$ cat config.mk
export PLATFORM = sky130hd
export DESIGN_NAME = eth_decap
export DESIGN_NICKNAME = d
export VERILOG_FILES = /design/src/rtl/eth_decap.sv
export SDC_FILE = /design/constraint.sdc
export NUM_CORES = 1
export LEC_CHECK = 0
export ABC_AREA = 1
export CAP_MARGIN = 5
export CORE_MARGIN = 5
export CORE_UTILIZATION = 35
export CTS_BUF_LIST = sky130_fd_sc_hd__clkbuf_16
export DETAILED_ROUTE_END_ITERATION = 7
export PLACE_DENSITY = 0.67
export SLEW_MARGIN = 20
export SYNTH_ARGS = -nofsm -noshare
export SYNTH_HDL_FRONTEND = slang
export SYNTH_SLANG_ARGS = --single-unit
$ cat constraint.sdc
create_clock -name clk156 -period 5.3 [get_ports clk156]
set_input_delay 0.53 -clock clk156 [delete_from_list [all_inputs] [get_ports clk156]]
set_output_delay 0.53 -clock clk156 [all_outputs]
set_load 0.005 [all_outputs]
$ cat src/rtl/eth_decap.sv
//==============================================================================
// Module      : eth_decap
// Description : RX side of the PCIe-TLP-over-UDP tunnel. Parses and validates
//               the 48-byte Eth+IPv4+UDP+tcap header (six 64-bit beats),
//               strips it, and writes the remaining TLP beats into the TLP
//               FIFO as {tkeep,tdata,tlast,tuser}. Failing frames are dropped
//               whole and counted.
// Revision    : 1.0 - initial release
//==============================================================================
`default_nettype none

module eth_decap #(
    parameter logic [47:0] LOCAL_MAC = 48'h00_11_22_33_44_55,
    parameter logic [31:0] IP_DADDR  = {8'd192, 8'd168, 8'd11, 8'd1},
    parameter logic [15:0] UDP_DPORT = 16'h3776,
    parameter logic [2:0]  TCAP_VER  = 3'b001
) (
    input  logic        clk156,
    input  logic        sys_rst_n,
    input  logic        s_axis_tvalid,
    output logic        s_axis_tready,
    input  logic [63:0] s_axis_tdata,
    input  logic [7:0]  s_axis_tkeep,
    input  logic        s_axis_tlast,
    input  logic        s_axis_tuser,
    output logic        wr_en,
    output logic [73:0] din,
    input  logic        full,
    output logic [31:0] rx_pkt_cnt,
    output logic [31:0] rx_drop_cnt,
    output logic [39:0] rx_last_seq
);

    typedef enum logic [1:0] {
        RX_HDR  = 2'd0,
        RX_DATA = 2'd1,
        RX_DROP = 2'd2
    } state_t;

    localparam logic [2:0] C_LAST_HDR_BEAT = 3'd5;

    state_t      r_state;
    logic [2:0]  r_beat_cnt;
    logic        r_hdr_ok;
    logic [39:0] r_seq;
    logic        r_active;
    logic [31:0] r_pkt_cnt;
    logic [31:0] r_drop_cnt;
    logic [39:0] r_last_seq;

    logic [63:0] w_be;
    logic        w_beat_ok;
    logic        w_hs;
    logic        w_wr;

    // Network byte order view of the beat: wire byte 0 lands in bits [63:56]
    // so multi-byte header fields compare directly against big-endian values.
    for (genvar i = 0; i < 8; i++) begin : g_byte_swap
        assign w_be[8*(7-i) +: 8] = s_axis_tdata[8*i +: 8];
    end

    // Per-beat header field checks, selected by the header beat index
    always_comb begin
        w_beat_ok = (s_axis_tkeep == 8'hFF);
        case (r_beat_cnt)
            3'd0: if (!((w_be[63:16] == LOCAL_MAC) || (w_be[63:16] == 48'hFFFF_FFFF_FFFF)))
                      w_beat_ok = 1'b0;
            3'd1: if ((w_be[31:16] != 16'h0800) || (w_be[15:8] != 8'h45))
                      w_beat_ok = 1'b0;
            3'd2: if (w_be[7:0] != 8'd17)
                      w_beat_ok = 1'b0;
            3'd3: if (w_be[15:0] != IP_DADDR[31:16])
                      w_beat_ok = 1'b0;
            3'd4: if ((w_be[63:48] != IP_DADDR[15:0]) || (w_be[31:16] != UDP_DPORT))
                      w_beat_ok = 1'b0;
            3'd5: if (w_be[47:45] != TCAP_VER)
                      w_beat_ok = 1'b0;
            default: ;
        endcase
    end

    // Ready only once out of reset; payload phase is back-pressured by FIFO full.
    // The FIFO write is the accepted payload beat itself, with no added latency.
    assign s_axis_tready = r_active && ((r_state == RX_DATA) ? !full : 1'b1);
    assign w_hs          = s_axis_tvalid && s_axis_tready;
    assign w_wr          = w_hs && (r_state == RX_DATA);
    assign wr_en         = w_wr;
    assign din           = w_wr ? {s_axis_tkeep, s_axis_tdata, s_axis_tlast, s_axis_tuser} : 74'd0;

    assign rx_pkt_cnt  = r_pkt_cnt;
    assign rx_drop_cnt = r_drop_cnt;
    assign rx_last_seq = r_last_seq;

    // Frame parser: header accumulation, payload forwarding, drop handling
    always_ff @(posedge clk156 or negedge sys_rst_n) begin
        if (!sys_rst_n) begin
            r_state    <= RX_HDR;
            r_beat_cnt <= 3'd0;
            r_hdr_ok   <= 1'b1;
            r_seq      <= 40'd0;
            r_active   <= 1'b0;
            r_pkt_cnt  <= 32'd0;
            r_drop_cnt <= 32'd0;
            r_last_seq <= 40'd0;
        end else begin
            r_active <= 1'b1;
            if (w_hs) begin
                case (r_state)
                    RX_HDR: begin
                        if (s_axis_tlast) begin
                            // Frame ended inside the header (or with no payload)
                            r_drop_cnt <= r_drop_cnt + 32'd1;
                            r_beat_cnt <= 3'd0;
                            r_hdr_ok   <= 1'b1;
                        end else if (r_beat_cnt == C_LAST_HDR_BEAT) begin
                            r_seq      <= w_be[39:0];
                            r_state    <= (r_hdr_ok && w_beat_ok) ? RX_DATA : RX_DROP;
                            r_beat_cnt <= 3'd0;
                            r_hdr_ok   <= 1'b1;
                        end else begin
                            r_beat_cnt <= r_beat_cnt + 3'd1;
                            r_hdr_ok   <= r_hdr_ok && w_beat_ok;
                        end
                    end
                    RX_DATA: begin
                        if (s_axis_tlast) begin
                            r_pkt_cnt  <= r_pkt_cnt + 32'd1;
                            r_last_seq <= r_seq;
                            r_state    <= RX_HDR;
                        end
                    end
                    RX_DROP: begin
                        if (s_axis_tlast) begin
                            r_drop_cnt <= r_drop_cnt + 32'd1;
                            r_state    <= RX_HDR;
                        end
                    end
                    default: r_state <= RX_HDR;
                endcase
            end
        end
    end

endmodule

`default_nettype wire

==> flow_summary_export.csv <==
group,metric,value,unit
critical_path,cpMaxStageDelayCell,"clkdlybuf4s50_1",
timing,rsz0062_at_grt,"no",
routing,first_pass_iters,5,
routing,drcViolationCount,0,
outcome,outcome,"finished, final reports clean",
timing,finalWorstSetupSlack,1830,ps
timing,final-setup-viol-count,0,
critical_path,required,4770,ps
critical_path,crit_path_end_kind,"primary output",
timing,period_needed,3470,ps
synthesis,synth.most_common_cell,"nand2_1",
synthesis,yosysWarnings,0,
synthesis,yosysSeqAreaShare,46.6,%
floorplan,ios,258,
cells_and_area,finish.instance_area,11600,um^2
critical_path,worstPathCellList,"inv_1 -> ha_1 -> nand2_1 -> and3_4 -> nand2_4 -> nor2_4 -> clkdlybuf4s50_1",
cells_and_area,register_area,3780,um^2
global_route,grt_max_degree,96,
synthesis,yosys-top-cells-count,"nand2_1 (354), nor2_1 (179), dfrtp_1 (150)",
cells_and_area,fillCellCount,2186,
floorplan,core_area,22700,um^2
clock_network,post_cts_buffers,0,
critical_path,cp_data_arrival_time,2940,ps
global_route,grt_util_all_layers,20.1,%
clock_network,cts_resized,0,
pwr,power.density,265,nW/um^2
synthesis,synth_area,8120,um^2
critical_path,reg2reg_slack,2330,ps
routing,wl_per_cell,16.1,um
routing,wl,26.4,mm
floorplan,initial_utilization,35.7,%
timing,timing_hold_violations_final,0,
critical_path,r2r_start,"r_state[1]",
critical_path,ff2ff_path_depth,11,
pwr,total_power,0.00308,W
critical_path,start_kind,"register",
synthesis,syn_inst,1092,
timing,period_share,65.5,%
synthesis,synth_edf_count,0,
clock_network,clk_pin_slew_worst_paths,70,ps
floorplan,die_area,26300,um^2
routing,num_vias,7738,
synthesis,synth_top_cell_by_area,"dfrtp_1",
timing,max_freq,288,MHz
clock_network,clock_sinks,151,
cells_and_area,area_delta_synth_final,42.8,%
critical_path,cp_num_buf_inv,2,
critical_path,critPathKind,"reg2out",
synthesis,synth_area_per_cell,7.43,um^2
timing,max_slew_margin,34.8,%
routing,postRouteAntennaNets,0,
cells_and_area,fin_nets,1427,
placed_design,gp_congestion,0.875,
clock_network,cts-root-buf,"clkbuf_16",
critical_path,cp_top_family,"simple AND/OR/NAND/NOR gates",
clock_network,numCtsBuffers,17,
timing,finClkSkew,10.5,ps
clock_network,hold_buffers,0,
global_route,grt_overflow_total,0,
timing,worstMarginPinSlew,976,ps
synthesis,synth_ff_type,"dfrtp_1",
floorplan,die_x,162,um
synthesis,ys_types,39,
critical_path,r2r-end,"rx_pkt_cnt[26]",
floorplan,rows,55,
synthesis,yosysTopAreaCellShare,46.2,%
critical_path,slowest_delay,590,ps
routing,routed_via_density,4.71,
placed_design,numPortBuffers,257,
synthesis,synth_seq_cells,151,
critical_path,path_max_fanout,75,
cells_and_area,multi_input_area,3720,um^2
global_route,grt_pass1_wl,41.6,mm
global_route,antenna_found_initial,2,
synthesis,synthTopCellsByArea,"dfrtp_1 (46%), nand2_1 (16%), nor2_1 (8.3%)",
timing,slew_viol_final,0,
clock_network,clk_path_buf_depth,2,
synthesis,syn-num-nets,1176,
clock_network,htree_levels,4,
worst_hold_path,min-delay-path-class,"in2async",
placed_design,place_area,11000,um^2
placed_design,hpwl,20.5,mm
run,cap_violations,0,
timing,finalSetupTns,0,ps
pwr,p_leak,5.63,nW
synthesis,ys_async_sr_fraction,100,%
cells_and_area,drive_gt1_share,4.94,%
floorplan,fp.dieH,162,um
routing,drt_iter0_markers,466,
global_route,grt_pass1_vias,7661,
placed_design,dpl_worst_slack,2000,ps
clock_network,cts_tree,"built",
clock_network,clk_latency,420,ps
pwr,peakVddDrop,0.000119,V
-- flip-flops by register name, summed over array words and instances, names as in the netlist --
register and count:
rx_pkt_cnt 32, rx_last_seq 40, r_seq 40, r_state 2
r_hdr_ok 1, rx_drop_cnt 32, r_beat_cnt 3, r_active 1
-- logic make-up (layout without fill, tap and decap cells) --
group / after synthesis / after routing / synth area share (%)
compound gates: 62 / 62 / 3.93
xor+xnor: 57 / 57 / 6.15
fa+ha+maj: 6 / 6 / 0.925
buf+inv: 162 / 426 / 7.72
flops: 151 / 151 / 46.6
other cells: 1 / 3 / 0.0462
simple gates: 653 / 653 / 34.7
-- worst max path at each step --
stage | start | cells after the start | slack [ps] | endpoint
after floorplan | r_state[1] | 8 | 3300 | din[10]
after global routing | r_state[1] | 7 | 1630 | din[1]
after global placement | s_axis_tvalid | 5 | 2010 | din[1]
after CTS | r_state[1] | 7 | 1830 | din[1]
after detailed placement | s_axis_tvalid | 5 | 2000 | din[1]
final | r_state[1] | 7 | 1830 | din[1]
-- cell type report --
| cell class | count | area share, % |
|---|---|---|
| Antenna cell | 2 | 0.0432 |
| Multi-Input combinational cell | 779 | 32.1 |
| Tap cell | 285 | 3.08 |
| Inverter | 134 | 4.34 |
| Timing Repair Buffer | 260 | 22.4 |
| Clock inverter | 15 | 1.75 |
| Clock buffer | 17 | 3.67 |
| Sequential cell | 151 | 32.6 |
-- where the power goes --
part | switching [W] | internal [W] | leakage, nW
combinational | 0.000217 | 0.000184 | 3.30
sequential | 0.0000930 | 0.00127 | 2.03
clock | 0.000549 | 0.000764 | 0.304
total | 0.000859 | 0.00222 | 5.63
-- through the flow --
step | std cells | hold WS (ps) | utilization (%)
floorplan | 1092 | 234 | -
global placement | 1609 | 454 | 48.2
detailed placement | 1609 | 458 | 48.2
CTS | 1641 | 225 | 51.0
global route | 1643 | 258 | 51.0
finish | 1643 | 177 | 51.0
-- cell usage in the layout, fill, tap and decap left out, drive strengths merged, types with 6 or more instances in the layout --
master           n
inv            144
xor2            39
xnor2           18
clkbuf          17
dfrtp          150
nand3           39
nand4           26
nand2          358
nor3            32
clkdlybuf4s50  256
ha               6
nor2           186
o21ai           58
-- metal layers --
layer  vias to the layer above  share of wire [%]  GRT usage, %
met5                         -                  0             0
met2                       250                 50          34.9
met1                      3585                 42          24.5
met4                         0                1.1          5.15
li1                       3881                  -             -
met3                        22                7.6          5.73
(Power assumes the default switching activity.)
